===== src/rtl/trap_ctrl.sv =====
// -----------------------------------------------------------------------------
// trap_ctrl
//
// Machine-mode trap and PC-redirect controller for the RV32I_Zicsr pipeline.
// It arbitrates all redirect sources seen in execute. The sources are, in
// priority order:
//   - exception
//   - interrupt
//   - MRET
//   - taken branch/jump
//   - CSR write
// Only the highest-priority event acts in a cycle.
//
// A trap takes the controller through three steps:
//   - DRAIN: hold the pipeline stalled and flushed until the memory stage
//     goes idle.
//   - ENTER: redirect fetch to the trap vector for one cycle.
//   - Back to IDLE: mepc, mcause, mtval and mstatus.MIE/MPIE take their new
//     values as the controller leaves ENTER.
//
// Ports
//   Clock and reset:
//     i_clk, i_rst          clock, synchronous active-high reset
//   Trap sources:
//     i_exc_*               exception valid/cause/pc/tval from execute
//     i_irq, i_irq_en       {timer, external} pending lines and their enables
//   Execute stage:
//     i_ex_valid, i_ex_pc   execute holds a real instruction / its PC
//     i_mret                MRET in execute
//     i_branch_jump         taken branch or jump in execute
//     i_branch_pc           target of that branch or jump
//   Memory stage and CSRs:
//     i_mem_busy            memory stage has a load/store in flight
//     i_mtvec               mtvec CSR value
//     i_csr_*               CSR write port from execute
//   Pipeline control (all registered):
//     or_stall, or_flush    stall all upstream stages / squash IF/ID/EX
//     or_pc_jump            one-cycle redirect strobe to fetch
//     or_pc_next            redirect target
//   CSR read values (all registered):
//     or_mepc, or_mcause, or_mtval, or_mstatus_mie, or_mstatus_mpie
// -----------------------------------------------------------------------------
module trap_ctrl #(
  parameter int              XLEN      = 32,
  parameter logic [XLEN-1:0] RESET_VEC = '0
) (
  input  logic            i_clk,
  input  logic            i_rst,
  input  logic            i_exc_valid,
  input  logic [3:0]      i_exc_cause,
  input  logic [XLEN-1:0] i_exc_pc,
  input  logic [XLEN-1:0] i_exc_tval,
  input  logic [1:0]      i_irq,
  input  logic [1:0]      i_irq_en,
  input  logic            i_ex_valid,
  input  logic [XLEN-1:0] i_ex_pc,
  input  logic            i_mret,
  input  logic            i_branch_jump,
  input  logic [XLEN-1:0] i_branch_pc,
  input  logic            i_mem_busy,
  input  logic [XLEN-1:0] i_mtvec,
  input  logic            i_csr_we,
  input  logic [11:0]     i_csr_addr,
  input  logic [XLEN-1:0] i_csr_wdata,
  output logic            or_stall,
  output logic            or_flush,
  output logic            or_pc_jump,
  output logic [XLEN-1:0] or_pc_next,
  output logic [XLEN-1:0] or_mepc,
  output logic [XLEN-1:0] or_mcause,
  output logic [XLEN-1:0] or_mtval,
  output logic            or_mstatus_mie,
  output logic            or_mstatus_mpie
);

  typedef enum logic [1:0] {
    S_IDLE  = 2'd0,
    S_DRAIN = 2'd1,
    S_ENTER = 2'd2
  } state_t;

  localparam logic [XLEN-1:0] CAUSE_EXT_IRQ   = {1'b1, {(XLEN-5){1'b0}}, 4'd11};
  localparam logic [XLEN-1:0] CAUSE_TIMER_IRQ = {1'b1, {(XLEN-5){1'b0}}, 4'd7};

  localparam logic [11:0] CSR_MSTATUS = 12'h300;
  localparam logic [11:0] CSR_MEPC    = 12'h341;
  localparam logic [11:0] CSR_MCAUSE  = 12'h342;
  localparam logic [11:0] CSR_MTVAL   = 12'h343;

  // Trap vector.
  // mtvec mode 01 vectors interrupts to base + 4*code. Every other mode, and
  // every exception, goes straight to base.
  function automatic logic [XLEN-1:0] trap_target(input logic [XLEN-1:0] mtvec,
                                                  input logic            is_irq,
                                                  input logic [3:0]      code);
    logic [XLEN-1:0] base;
    base = {mtvec[XLEN-1:2], 2'b00};
    if (is_irq && (mtvec[1:0] == 2'b01)) begin
      trap_target = base + {{(XLEN-6){1'b0}}, code, 2'b00};
    end else begin
      trap_target = base;
    end
  endfunction

  state_t          r_state;
  logic [XLEN-1:0] r_cause;    // cause of the trap being taken
  logic [XLEN-1:0] r_epc;      // return PC of the trap being taken
  logic [XLEN-1:0] r_tval;     // trap value of the trap being taken
  logic            r_is_irq;   // trap being taken is an interrupt

  logic [1:0]      w_irq_act;
  logic            w_irq_take;
  logic [XLEN-1:0] w_irq_cause;
  logic [XLEN-1:0] w_trap_pc;
  logic            w_unused;

  // Interrupt qualification, external-first cause selection and vector target.
  always_comb begin
    w_irq_act   = i_irq & i_irq_en;
    w_irq_take  = or_mstatus_mie & (|w_irq_act) & i_ex_valid;
    w_irq_cause = w_irq_act[0] ? CAUSE_EXT_IRQ : CAUSE_TIMER_IRQ;
    w_trap_pc   = trap_target(i_mtvec, r_is_irq, r_cause[3:0]);
    w_unused    = ^RESET_VEC;
  end

  // Controller state, trap latch, CSRs and registered pipeline controls.
  always_ff @(posedge i_clk) begin
    if (i_rst) begin
      r_state         <= S_IDLE;
      r_cause         <= '0;
      r_epc           <= '0;
      r_tval          <= '0;
      r_is_irq        <= 1'b0;
      or_stall        <= 1'b0;
      or_flush        <= 1'b0;
      or_pc_jump      <= 1'b0;
      or_pc_next      <= '0;
      or_mepc         <= '0;
      or_mcause       <= '0;
      or_mtval        <= '0;
      or_mstatus_mie  <= 1'b0;
      or_mstatus_mpie <= 1'b0;
    end else begin
      // Strobes default low; each branch below raises only what it needs.
      or_stall   <= 1'b0;
      or_flush   <= 1'b0;
      or_pc_jump <= 1'b0;
      case (r_state)
        S_IDLE: begin
          if (i_exc_valid) begin
            r_cause  <= {{(XLEN-4){1'b0}}, i_exc_cause};
            r_epc    <= i_exc_pc;
            r_tval   <= i_exc_tval;
            r_is_irq <= 1'b0;
            r_state  <= S_DRAIN;
            or_stall <= 1'b1;
            or_flush <= 1'b1;
          end else if (w_irq_take) begin
            // The instruction in execute is squashed and re-executed after
            // MRET, so its own PC becomes the return address.
            r_cause  <= w_irq_cause;
            r_epc    <= i_ex_pc;
            r_tval   <= '0;
            r_is_irq <= 1'b1;
            r_state  <= S_DRAIN;
            or_stall <= 1'b1;
            or_flush <= 1'b1;
          end else if (i_mret) begin
            or_pc_jump      <= 1'b1;
            or_pc_next      <= or_mepc;
            or_flush        <= 1'b1;
            or_mstatus_mie  <= or_mstatus_mpie;
            or_mstatus_mpie <= 1'b1;
          end else if (i_branch_jump) begin
            or_pc_jump <= 1'b1;
            or_pc_next <= i_branch_pc;
            or_flush   <= 1'b1;
          end else if (i_csr_we) begin
            case (i_csr_addr)
              CSR_MSTATUS: begin
                or_mstatus_mie  <= i_csr_wdata[3];
                or_mstatus_mpie <= i_csr_wdata[7];
              end
              CSR_MEPC:   or_mepc   <= {i_csr_wdata[XLEN-1:2], 2'b00};
              CSR_MCAUSE: or_mcause <= i_csr_wdata;
              CSR_MTVAL:  or_mtval  <= i_csr_wdata;
              default:    ;
            endcase
          end else begin
            r_state <= S_IDLE;
          end
        end
        S_DRAIN: begin
          // Stall and flush stay high for the whole drain and for ENTER.
          or_stall <= 1'b1;
          or_flush <= 1'b1;
          if (!i_mem_busy) begin
            r_state    <= S_ENTER;
            or_pc_jump <= 1'b1;
            or_pc_next <= w_trap_pc;
          end else begin
            r_state <= S_DRAIN;
          end
        end
        S_ENTER: begin
          // Leaving ENTER commits the trap to the CSRs.
          or_mepc         <= {r_epc[XLEN-1:2], 2'b00};
          or_mcause       <= r_cause;
          or_mtval        <= r_tval;
          or_mstatus_mpie <= or_mstatus_mie;
          or_mstatus_mie  <= 1'b0;
          r_state         <= S_IDLE;
        end
        default: begin
          r_state <= S_IDLE;
        end
      endcase
    end
  end

endmodule

===== config.mk =====
export PLATFORM = sky130hd
export DESIGN_NAME = trap_ctrl
export DESIGN_NICKNAME = d
export VERILOG_FILES = /design/src/rtl/trap_ctrl.sv
export SDC_FILE = /design/constraint.sdc
export NUM_CORES = 1
export LEC_CHECK = 0
export CAP_MARGIN = 10
export CORE_MARGIN = 1.5
export CORE_UTILIZATION = 49
export CTS_CLUSTER_SIZE = 24
export DETAILED_ROUTE_END_ITERATION = 16
export GPL_ROUTABILITY_DRIVEN = 0
export PLACE_DENSITY = 0.95
export SETUP_SLACK_MARGIN = 0.05
export SLEW_MARGIN = 20
export SYNTH_ARGS = -nofsm -noshare
export SYNTH_HDL_FRONTEND = slang
export SYNTH_SLANG_ARGS = --single-unit

===== constraint.sdc =====
create_clock -name i_clk -period 4.8 [get_ports i_clk]
set_input_delay 0.96 -clock i_clk [delete_from_list [all_inputs] [get_ports i_clk]]
set_output_delay 0.96 -clock i_clk [all_outputs]
set_load 0.02 [all_outputs]

# Word level (Yosys, flattened, before mapping)
# Index checks and enable logic that the tools add are counted.
# Widths: inputs -> output; s select.
[op_classes]
n_addsub = 1
n_bitwise = 3
muxes = 70
n_reduce_logical = 13
eq_ne = 23
[ops]
columns = ["operator", "count"]
rows = [
  ["$mux 32", 30],
  ["$pmux 32 s2", 4],
  ["$eq 12x10->1 const B", 4],
  ["$add 32x6->32", 1],
  ["$mux 1", 23],
  ["$reduce_and 7->1", 3],
  ["$mux 2", 6],
  ["$ne 2x2->1 const B", 6],
  ["$ne 4x4->1 const B", 3],
  ["$pmux 1 s2", 5],
  ["$ne 3x3->1 const B", 3],
  ["$ne 2x1->1 const B", 3],
  ["$reduce_and 6->1", 1],
  ["$reduce_bool 2->1", 3],
  ["$reduce_and 5->1", 1],
  ["$eq 2x1->1 const B", 2],
  ["$mux 4", 1],
  ["$pmux 2 s2", 1],
  ["$ne 3x2->1 const B", 1],
  ["$reduce_and 3->1", 1],
  ["$and 1x1->1", 2],
  ["$and 2x2->2", 1],
  ["$eq 2x2->1 const B", 1],
  ["$logic_not 2->1", 1],
  ["other kinds (3)", 3],
]
[word_totals]
elab_cells = 124
output_inout_bits = 133
reg_bits = 232

# Longest topological paths before layout
# Gate-level depths: netlist of the first run.
[depth]
word_depth = 8
mapped_depth = 9

# Worst setup path before layout of the first run
# OpenSTA, ideal clock, no wires.
[synth_timing]
path_type = "input port to flip-flop"
start = "input i_mtvec[2]"
end = "register or_pc_next[10]"
slack_ns = 1.829
t_required_ns = 4.668
t_arrival_ns = 2.838
n_path_buf = 1
path_stages = 8
path_cell_list = "ha_1 > fa_1 > a21o_1 > a21oi_1 > clkbuf_1 > nor4_1 > o311ai_1 > a21oi_1"
[synth_via]
elab_chain_len = 4
[synth_lines]
columns = ["item", "line_no", "source"]
rows = [
  ["from (decl)", "61", "input logic [XLEN-1:0] i_mtvec,"],
  ["$add 32x6->32", "99", "trap_target = base + {{(XLEN-6){1'b0}}, code, 2'b00};"],
  ["$mux 32", "98", "if (is_irq && (mtvec[1:0] == 2'b01)) begin"],
  ["$mux 32", "197", "if (!i_mem_busy) begin"],
  ["$pmux 32 s2", "148", "case (r_state)"],
  ["to (signal assigned)", "170", "or_pc_next <= or_mepc;"],
  ["to (signal assigned)", "176", "or_pc_next <= i_branch_pc;"],
  ["to (signal assigned)", "200", "or_pc_next <= w_trap_pc;"],
  ["to (decl)", "68", "output logic [XLEN-1:0] or_pc_next,"],
]
# No other way between the ends. The select of a mux whose other input is x is not followed.
# A chain may end at the register's enable or synchronous reset.

# Worst setup path in the final report of the first run
[layout_timing]
start = "input i_branch_jump"
end = "register or_mtval[17]"
[layout_via]
elab_chain_len = 2
[layout_lines]
columns = ["item", "line_no", "source"]
rows = [
  ["from (decl)", "58", "input logic i_branch_jump,"],
  ["$ne 2x2->1 (no line)", "n/a", ""],
  ["$reduce_and 7->1 (no line)", "n/a", ""],
  ["to (signal assigned)", "186", "CSR_MTVAL: or_mtval <= i_csr_wdata;"],
  ["to (signal assigned)", "209", "or_mtval <= r_tval;"],
  ["to (decl)", "71", "output logic [XLEN-1:0] or_mtval,"],
]
# No other way between the ends.

==> results of run 1 <==
-- layout by cell type (no fill, tap or decap), types with 18 or more instances in the layout --
cell type	n
mux2i_1	67
clkdlybuf4s50_1	343
a211oi_1	40
a21oi_1	115
or3_1	23
nand3_1	19
o21ai_0	37
nor2_1	96
a311oi_1	67
dfxtp_1	200
clkbuf_16	18
a22oi_1	33
nand2_1	136
-- cells by family after synthesis --
| group | count (synthesis) |
|---|---|
| AND/OR/NAND/NOR | 364 |
| multiplexers | 69 |
| adder cells (fa/ha/maj) | 5 |
| flip-flops | 200 |
| buffers and inverters | 115 |
| AO/OA/AOI/OAI | 346 |
| other | 1 |
| XOR/XNOR | 14 |
-- sequential cells by signal, summed over array words and instances, names as in the netlist --
register,flops
or_pc_next,32
or_mepc,30
r_epc,30
or_mtval,32
or_pc_jump,1
r_cause,5
r_state,2
or_stall,1
or_mstatus_mpie,1
or_mstatus_mie,1
r_tval,32
or_mcause,32
or_flush,1
-- worst paths after layout --
| check | from | to | slack, ns | cells past startpoint |
|---|---|---|---|---|
| max | i_branch_jump | or_mtval[17]$_SDFFE_PP0P_ | 1.32 | 8 |
| max reg2reg | r_state[1]$_SDFFE_PP0P_ | or_pc_next[31]$_SDFFE_PP0P_ | 1.52 | 6 |
| min reg2reg | or_pc_next[0]$_SDFFE_PP0P_ | or_pc_next[0]$_SDFFE_PP0P_ | 0.45 | 2 |
| min | or_pc_next[0]$_SDFFE_PP0P_ | or_pc_next[0]$_SDFFE_PP0P_ | 0.45 | 2 |
-- cell type report --
type	count	area (um2)
clock buffer	18	439
clock inverter	13	158
fill	1406	5310
inverter	9	33.8
multi-input combinational	800	5070
sequential	200	4000
tap	260	325
timing repair buffer	364	3610
-- cell usage after synthesis (all sizes together) (2+ instances only) --
cell type | count | area, um2
nand2b | 4 | 25.0
o31ai | 2 | 15.0
nor3b | 2 | 20.0
a31oi | 4 | 25.0
o311ai | 4 | 35.0
or2 | 2 | 12.5
dfxtp | 200 | 4000
nand2 | 137 | 514
nor4b | 2 | 17.5
or3 | 24 | 155
a21oi | 115 | 576
nor2 | 96 | 360
a22oi | 33 | 248
xor2 | 5 | 43.8
xnor2 | 9 | 78.8
o211ai | 3 | 22.5
mux2 | 2 | 22.5
clkbuf | 52 | 195
inv | 9 | 33.8
o21bai | 2 | 15.0
a311o | 4 | 40.0
o21a | 3 | 22.5
and3 | 7 | 43.8
mux2i | 67 | 671
a2111oi | 5 | 65.1
o21ai | 37 | 185
o31a | 2 | 17.5
a41o | 3 | 30.0
nor4 | 11 | 98.8
a32o | 3 | 30.0
nor2b | 7 | 43.8
nand4 | 18 | 128
a311oi | 67 | 587
buf | 54 | 335
nand3b | 2 | 18.8
ha | 4 | 50.1
a211oi | 41 | 313
or4 | 3 | 22.5
nor3 | 14 | 70.1
and2 | 7 | 43.8
nand3 | 19 | 95.1
o22ai | 10 | 62.6
and4 | 4 | 36.3
-- per-layer routing --
layer  wire (um)  part of all wire [%]
met1       14200                    39
met2       17000                    47
met3        3080                   8.5
met4        2200                   6.0
met5           0                     0
-- report_power, final --
part | internal [mW] | switching [mW]
clock | 0.755 | 0.701
combinational | 0.350 | 0.395
sequential | 1.74 | 0.0527
total | 2.84 | 1.15
-- stage by stage --
step	hold WS, ns	utilization (%)	instances
3_5_place_dp	0.445	68.7	1632
6_report	0.455	72.0	1664
3_3_place_gp	0.440	68.7	1632
4_1_cts	0.455	71.8	1663
5_1_grt	0.473	72.0	1664
2_1_floorplan	0.459	-	1115
-- worst max-delay path, delay by kind of cell --
kind            cells  cell delay [ns]
buf+inv             3             1.29
simple gates        2             0.66
compound gates      3             0.81
==> metrics.txt, run 1 <==
Synth Area in Simple Gates a little under a fifth; Residual DRC 0; CP max stage delay about 0.51 ns; worst relative slew slack 26.6%; vias in the first global route roughly 9800; worst path required time approximately 5.1 ns; final worst path period share 72.6%; clock-pin slew on the worst setup and hold paths about 0.080 ns; TritonCTS clock tree yes; # resized after CTS 0; Ys Warns 0; vias per cell 6.21; # port buffers 346; final hold violations 0; routed vias 10300; I/O pin cnt 353; clock root cell clkbuf_16; # hold bufs at CTS 0; Die Width 143 um; Area Growth Syn to Fin 42.2%; post-synthesis sequential area ratio 41.7%; area of placed instances 0.0130 mm2; met1 Use GR 43.3%; min setup slack post-route 1.32 ns; Setup Buffers After CTS 0; clock insertion delay at the later pin of the skew report 0.44 ns; unique cell type count in the Yosys netlist 70; post-synthesis adder-cell area fraction less than 1%; Synth Cell Area 0.00959 mm2; Setup TNS Final 0 ns; # rows 50; Slew @ Worst Pin 1.10 ns; Slew Limit Fails 0; initial antenna violation count 0; Total Routing Usage GR 35.0%; XOR/XNOR share of the synthesized area 1.28%; drt wl/cell 21.9 um; share of layout cells above drive strength 1 5.13%; Setup Crit Path Kind in2reg; grt met3 use 6.07%; H-tree depth 4; mux contribution to synthesized area 7.23%; Hold Crit Class reg2reg; Final Skew 0.00930 ns; worst slack, placed 1.08 ns; EDFF count, synth 0; Final min period between 3 and 4 ns; Overall Power 3.99 mW; chip height between 100 and 150 um; Syn Area/Cell 8.61 um2; Initial Util between 50% and 60%; largest family of logic cells by synthesized area compound AO/OA/AOI/OAI gates; Post-Synthesis Cells between 1000 and 1500; GR peak layer met2; largest net degree at the start of global routing 108; Iteration-0 DRC Markers approximately 1200; status complete, no violations; VDD IR max 0.000230 V; Max Cap Viol 0; nets 1617; first-pass GRT wire length 54300 um; Leak 4.78 nW; Core ar. 0.0190 mm2; type of origin of the critical path primary input; FF+latch count, synth 200; Worst Setup End Kind flop; die area between 0.02 and 0.025 mm2; GRT overflow 0; Synth Flop Type dfxtp_1; pwr dens 292 mW/mm2; drt first pass iters 6; Clock Path Buffers 2; cts bufs inserted 17; crit path max-delay cell type clkdlybuf4s50_1; number of diodes 0; Peak Freq 0.287 GHz; final WL 36500 um; DRT antenna net count 0; unrepaired setup endpoints after global routing no; asr flop ratio synth 0%; # clock sinks 200; highest fanout seen on the critical path 38; Finished Cell Area approximately 0.014 mm2; Top cell by count, worst path buf_4; GR Util met2 57.2%; Post-DP HPWL between 20000 and 30000 um; compound-cell area share of the yosys netlist 24.8%; Setup Viol. Count Final 0; Critical Path AT 3.74 ns; cell chain of the critical path clkdlybuf4s50_1 > or3b_1 > a211oi_2 > o21ba_4 > buf_4 > and2_1 > buf_4 > a311oi_1
Note: power is estimated with default switching activity, not from simulation.
==> run 2: changes to the inputs <==
--- a/config.mk
+++ b/config.mk
@@ -7,11 +7,11 @@
 export LEC_CHECK = 0
 export CAP_MARGIN = 10
 export CORE_MARGIN = 1.5
-export CORE_UTILIZATION = 49
+export CORE_UTILIZATION = 45
 export CTS_CLUSTER_SIZE = 24
 export DETAILED_ROUTE_END_ITERATION = 16
 export GPL_ROUTABILITY_DRIVEN = 0
-export PLACE_DENSITY = 0.95
+export PLACE_DENSITY = 0.9
 export SETUP_SLACK_MARGIN = 0.05
 export SLEW_MARGIN = 20
 export SYNTH_ARGS = -nofsm -noshare
==> constraint.sdc (replaced) <==
create_clock -name i_clk -period 3.6 [get_ports i_clk]
set_input_delay 0.72 -clock i_clk [delete_from_list [all_inputs] [get_ports i_clk]]
set_output_delay 0.72 -clock i_clk [all_outputs]
set_load 0.02 [all_outputs]
==> run 2 against run 1 <==
Cell count is 1.4% higher. Critical path depth is 1 higher. Combinational power is 34% higher. Design area is 0.79% higher. Wire length is 0.24% lower. Worst hold slack hardly changed. Clock power is 32% higher. Critical path type unchanged. Largest power group unchanged. Highest routed layer is now met5.
==> metrics.txt, run 2 (synthesized netlist as in run 1, its figures left out) <==
status complete, no violations (unchanged); pwr dens 386 mW/mm2 (was 292 mW/mm2); Final min period 2.83 ns; die area 0.0222 mm2 (was 0.0204 mm2); # clock sinks 200 (unchanged); Core ar. 0.0210 mm2 (was 0.0190 mm2); Hold Crit Class reg2reg (unchanged); area of placed instances 0.0132 mm2 (was 0.0130 mm2); commonest non-fill, non-tap cell in the layout clkdlybuf4s50_1 (unchanged); vias per cell 6.09 (was 6.21); cell chain of the critical path clkdlybuf4s50_1 > ha_1 > fa_1 > a21o_1 > a21oi_1 > buf_4 > nor4_1 > xnor2_1 > a2111oi_1 (was clkdlybuf4s50_1 > or3b_1 > a211oi_2 > o21ba_4 > buf_4 > and2_1 > buf_4 > a311oi_1); Setup Viol. Count Final 0 (unchanged); Initial Util 45.8% (was 50.6%); cts bufs inserted 17 (unchanged); Worst Setup End Kind flop (unchanged); vias in the first global route 9955 (was 9796); clock insertion delay at the later pin of the skew report 0.44 ns (about the same); TritonCTS clock tree yes (unchanged); clock-pin slew on the worst setup and hold paths 0.09 ns (was 0.08 ns); Critical Path AT 3.17 ns (was 3.74 ns); Finished Cell Area 0.0137 mm2 (was 0.0136 mm2); Slew @ Worst Pin 1.04 ns (was 1.10 ns); # port buffers 346 (unchanged); drt first pass iters 5 (was 6); # rows 53 (was 50); VDD IR max 0.000262 V (was 0.000230 V); Final Skew 0.0202 ns (was 0.00930 ns); H-tree depth 4 (unchanged); Max Cap Viol 0 (unchanged); clock root cell clkbuf_16 (unchanged); final WL 36400 um (was 36500 um); I/O pin cnt 353 (unchanged); most frequent cells in the layout 343 x clkdlybuf4s50_1, 200 x dfxtp_1, 136 x nand2_1 (unchanged); Setup TNS Final 0 ns (unchanged); DRT antenna net count 0 (unchanged); crit path max-delay cell type clkdlybuf4s50_1 (unchanged); family with the most delay on the worst path buffers and inverters (unchanged); final core area utilization 65.6% (was 72.0%); Slew Limit Fails 0 (unchanged); Setup Buffers After CTS 0 (unchanged); Leak 4.83 nW (was 4.78 nW); first-pass GRT wire length 55400 um (was 54300 um); Die Width 149 um (was 143 um); Setup Crit Path Kind in2reg (unchanged); Post-DP HPWL 26800 um (was 26500 um); chip height 149 um (was 143 um); routed vias 10300 (about the same); worst relative slew slack 30.2% (was 26.6%); final worst path period share 78.7%; drt wl/cell 21.6 um (was 21.9 um); highest fanout seen on the critical path 19 (was 38); type of origin of the critical path primary input (unchanged); nets 1626 (was 1617); largest net degree at the start of global routing 117 (was 108); # resized after CTS 0 (unchanged); initial antenna violation count 1 (was 0); CP max stage delay 0.51 ns (about the same); number of diodes 0 (unchanged); share of layout cells above drive strength 1 5.73% (was 5.13%); Residual DRC 0 (unchanged); # hold bufs at CTS 0 (unchanged); unrepaired setup endpoints after global routing no (unchanged); crit path buf inv count 2 (was 3); Clock Path Buffers 2 (unchanged); Area Growth Syn to Fin 43.4% (was 42.2%); Total Routing Usage GR 32.5% (was 35.0%); Peak Freq 0.353 GHz; Iteration-0 DRC Markers 900 (was 1156); Fillers 1724 (was 1406); worst path required time 3.93 ns (was 5.06 ns); final hold violations 0 (unchanged); GRT overflow 0 (unchanged)
[run 2: cell types whose count changed in the layout (fill, tap and decap cells not counted)]
cell | previous run | this run
buf_12 | 0 | 4
clkbuf_16 | 18 | 17
inv_6 | 2 | 1
buf_4 | 17 | 23
inv_8 | 4 | 5
clkinv_4 | 2 | 3
o21bai_2 | 1 | 0
clkbuf_8 | 1 | 0
nand2_4 | 1 | 0
o21bai_4 | 0 | 1
nand2_2 | 0 | 1
clkinv_2 | 0 | 1
clkinv_8 | 2 | 1
[run 2: where the power goes]
group	leakage, nW	total [mW]	internal, mW	switching [mW]
combinational	2.92	0.996	0.479	0.518
clock	0.282	1.92	0.985	0.937
sequential	1.63	2.38	2.31	0.0684
total	4.83	5.30	3.78	1.52
[run 2: worst paths after layout]
kind / startpoint / to / slack, ns / depth (start not counted)
worst min register to register: or_pc_next[5]$_SDFFE_PP0P_ / or_pc_next[5]$_SDFFE_PP0P_ / 0.46 / 2
worst max register to register: r_state[1]$_SDFFE_PP0P_ / or_pc_next[30]$_SDFFE_PP0P_ / 0.86 / 8
worst max-delay path: i_mtvec[2] / or_pc_next[28]$_SDFFE_PP0P_ / 0.77 / 9
worst min-delay path: or_pc_next[5]$_SDFFE_PP0P_ / or_pc_next[5]$_SDFFE_PP0P_ / 0.46 / 2
[run 2: cell type report]
class	count	area, um2	area share [%]
multi-input cells	800	5080	36.9
flip-flops and latches	200	4000	29.1
repair buffers	373	3710	27.0
clock buffers	17	425	3.09
well taps	275	344	2.50
clock inverters	14	158	1.15
inverters	9	33.8	0.246
[run 2: through the flow]
step	hold slack (ns)	total power, mW	std cells	worst slack, ns
final	0.455	5.30	1688	0.765
after global routing	0.482	5.48	1688	0.615
after CTS	0.457	5.30	1688	0.795
after detailed placement	0.447	3.42	1657	0.334
after global placement	0.440	3.39	1657	0.434
after floorplan	0.459	2.92	1115	0.869
[run 2: tightest hold or removal path, stage by stage (launching register included)]
cell	delay, ns
dfxtp_1	0.31
nand2_1	0.05
a21oi_1	0.05
[run 2: routing by layer]
metal | track usage (%) | wire length (um)
met5 | 0 | 13
met4 | 15.3 | 1670
met3 | 8.47 | 3690
met2 | 53.6 | 17100
met1 | 39.6 | 13900
==> run 3: changes to the inputs <==
==> constraint.sdc (replaced) <==
create_clock -name i_clk -period 2.95 [get_ports i_clk]
set_input_delay 0.59 -clock i_clk [delete_from_list [all_inputs] [get_ports i_clk]]
set_output_delay 0.59 -clock i_clk [all_outputs]
set_load 0.02 [all_outputs]
==> run 3 against run 2 <==
Die area unchanged. First-iteration DRC count is 2.9% lower. Non-clock buffer count up 18. Sequential cell count stayed put. Clock skew grew 0.0013 ns. Design area up 1.7%. Wire length is 0.66% higher. Via count up 1.5%. Register-to-register slack lost 0.28 ns. Cell count rose by 1.1%. Worst hold slack improved by 0.00073 ns. Count of clock-buffer cells in the layout is the same. Largest cell class unchanged.
==> metrics.txt, run 3 (synthesized netlist as in run 1, its figures left out) <==
met1 Use GR 39.5% (was 39.6%); multi-input logic area 0.00508 mm2 (unchanged); DP Cell Count 1675 (was 1657); clock root cell clkbuf_16 (unchanged); Iteration-0 DRC Markers 874 (was 900); # rows 53 (unchanged); pwr dens 474 mW/mm2 (was 386 mW/mm2); GR Util met2 54.0% (was 53.6%); commonest non-fill, non-tap cell in the layout clkdlybuf4s50_1 (unchanged); cts bufs inserted 17 (unchanged); cell chain of the critical path clkdlybuf4s50_1 > ha_1 > fa_1 > a21o_1 > a21oi_1 > buf_4 > buf_4 > nor4_1 > o221a_2 > a21oi_1 (was clkdlybuf4s50_1 > ha_1 > fa_1 > a21o_1 > a21oi_1 > buf_4 > nor4_1 > xnor2_1 > a2111oi_1); status complete, no violations (unchanged); chip height 149 um (unchanged); final WL 36600 um (was 36400 um); Core ar. 0.0210 mm2 (unchanged); Peak Freq 0.377 GHz; H-tree depth 4 (unchanged); most frequent cells in the layout 343 x clkdlybuf4s50_1, 200 x dfxtp_1, 136 x nand2_1 (unchanged); final worst path period share 89.9%; worst path required time 3.23 ns (was 3.93 ns); drt first pass iters 5 (unchanged); Leak 4.96 nW (was 4.83 nW); Final min period 2.65 ns; Clock Path Buffers 2 (unchanged); # clock sinks 200 (unchanged); Max Cap Viol 0 (unchanged); Final Hold Slack 0.456 ns (was 0.455 ns); Slew Limit Fails 0 (unchanged); Die Width 149 um (unchanged); Hold Crit Class reg2reg (unchanged); largest net degree at the start of global routing 201 (was 117); highest fanout seen on the critical path 7 (was 19); vias in the first global route 10100 (was 9955); unrepaired setup endpoints after global routing no (unchanged); GRT overflow 0 (unchanged); Slew @ Worst Pin 1.15 ns (was 1.04 ns); # port buffers 346 (unchanged); CP max stage delay 0.55 ns (was 0.51 ns); Setup Crit Path Kind in2reg (unchanged); worst slack, placed -0.0736 ns (was 0.334 ns); FF+latch area 0.00400 mm2 (unchanged); VDD IR max 0.000339 V (was 0.000262 V); Initial Util 45.8% (unchanged); share of layout cells above drive strength 1 6.98% (was 5.73%); area of placed instances 0.0134 mm2 (was 0.0132 mm2); worst relative slew slack 23.3% (was 30.2%); Fillers 1698 (was 1724); number of diodes 0 (unchanged); Non-Filler Instances 1707 (was 1688); routed vias 10400 (was 10300); initial antenna violation count 0 (was 1); GR peak layer met2 (unchanged); clock insertion delay at the later pin of the skew report 0.43 ns (was 0.44 ns); vias per cell 6.11 (was 6.09); grt met3 use 6.27% (was 8.47%); Post-DP HPWL 26700 um (was 26800 um); Worst Setup End Kind flop (unchanged); Critical Path AT 2.93 ns (was 3.17 ns); clock-pin slew on the worst setup and hold paths 0.08 ns (was 0.09 ns); reg2reg setup slack 0.58 ns (was 0.86 ns); first-pass GRT wire length 55300 um (was 55400 um); I/O pin cnt 353 (unchanged); min setup slack post-route 0.299 ns (was 0.765 ns); Area Growth Syn to Fin 45.8% (was 43.4%); drt wl/cell 21.5 um (was 21.6 um); Residual DRC 0 (unchanged); Setup Viol. Count Final 0 (unchanged); # resized after CTS 0 (unchanged); Total Routing Usage GR 32.3% (was 32.5%); Final Skew 0.0215 ns (was 0.0202 ns); Finished Cell Area 0.0140 mm2 (was 0.0137 mm2); nets 1644 (was 1626); type of origin of the critical path primary input (unchanged); Setup TNS Final 0 ns (unchanged); DRT antenna net count 0 (unchanged); die area 0.0222 mm2 (unchanged); TritonCTS clock tree yes (unchanged); final hold violations 0 (unchanged); Setup Buffers After CTS 0 (unchanged); # hold bufs at CTS 0 (unchanged); crit path max-delay cell type clkdlybuf4s50_1 (unchanged)
[run 3: changes by cell type in the layout (fill, tap and decap cells not counted)]
| cell | change |
|---|---|
| buf_12 | +5 |
| buf_4 | +13 |
| bufinv_16 | +1 |
| clkinv_4 | -2 |
| clkinv_8 | +1 |
| clkinvlp_4 | -1 |
| inv_6 | +2 |
[run 3: final cells by class]
| class | count | area share [%] |
|---|---|---|
| clock buffers | 17 | 3.04 |
| inverters | 9 | 0.242 |
| flip-flops and latches | 200 | 28.6 |
| multi-input cells | 800 | 36.3 |
| repair buffers | 391 | 27.9 |
| well taps | 275 | 2.46 |
| clock inverters | 15 | 1.40 |
[run 3: final timing paths]
check,from,endpoint,depth (start not counted)
min reg2reg,or_pc_next[2]$_SDFFE_PP0P_,or_pc_next[2]$_SDFFE_PP0P_,2
min,or_pc_next[2]$_SDFFE_PP0P_,or_pc_next[2]$_SDFFE_PP0P_,2
max,i_mtvec[2],or_pc_next[24]$_SDFFE_PP0P_,10
max reg2reg,r_cause[0]$_SDFFE_PP0P_,or_pc_next[24]$_SDFFE_PP0P_,9
[run 3: report_power, final]
group	switching (mW)	total (mW)	internal, mW
Combinational	0.642	1.25	0.609
Sequential	0.0821	2.91	2.82
Clock	1.17	2.48	1.30
Total	1.90	6.64	4.74
[run 3: routing by layer]
layer / vias to the layer above / share of wire [%]
li1: 4743 / -
met1: 4902 / 38
met2: 659 / 47
met3: 120 / 10
met4: 0 / 4.6
met5: - / 0
[run 3: metrics by stage]
stage,total power [mW],utilization [%]
after floorplan,3.56,-
after global routing,6.85,66.7
final,6.64,66.7
after global placement,4.17,63.8
after detailed placement,4.20,63.8
after CTS,6.63,66.7
[run 3: critical path: cells and delay by family]
family / cells / cell delay (ns)
buffers and inverters: 3 / 0.87
adder cells (fa/ha/maj): 2 / 0.43
AND/OR/NAND/NOR: 1 / 0.50
AO/OA/AOI/OAI: 4 / 0.53
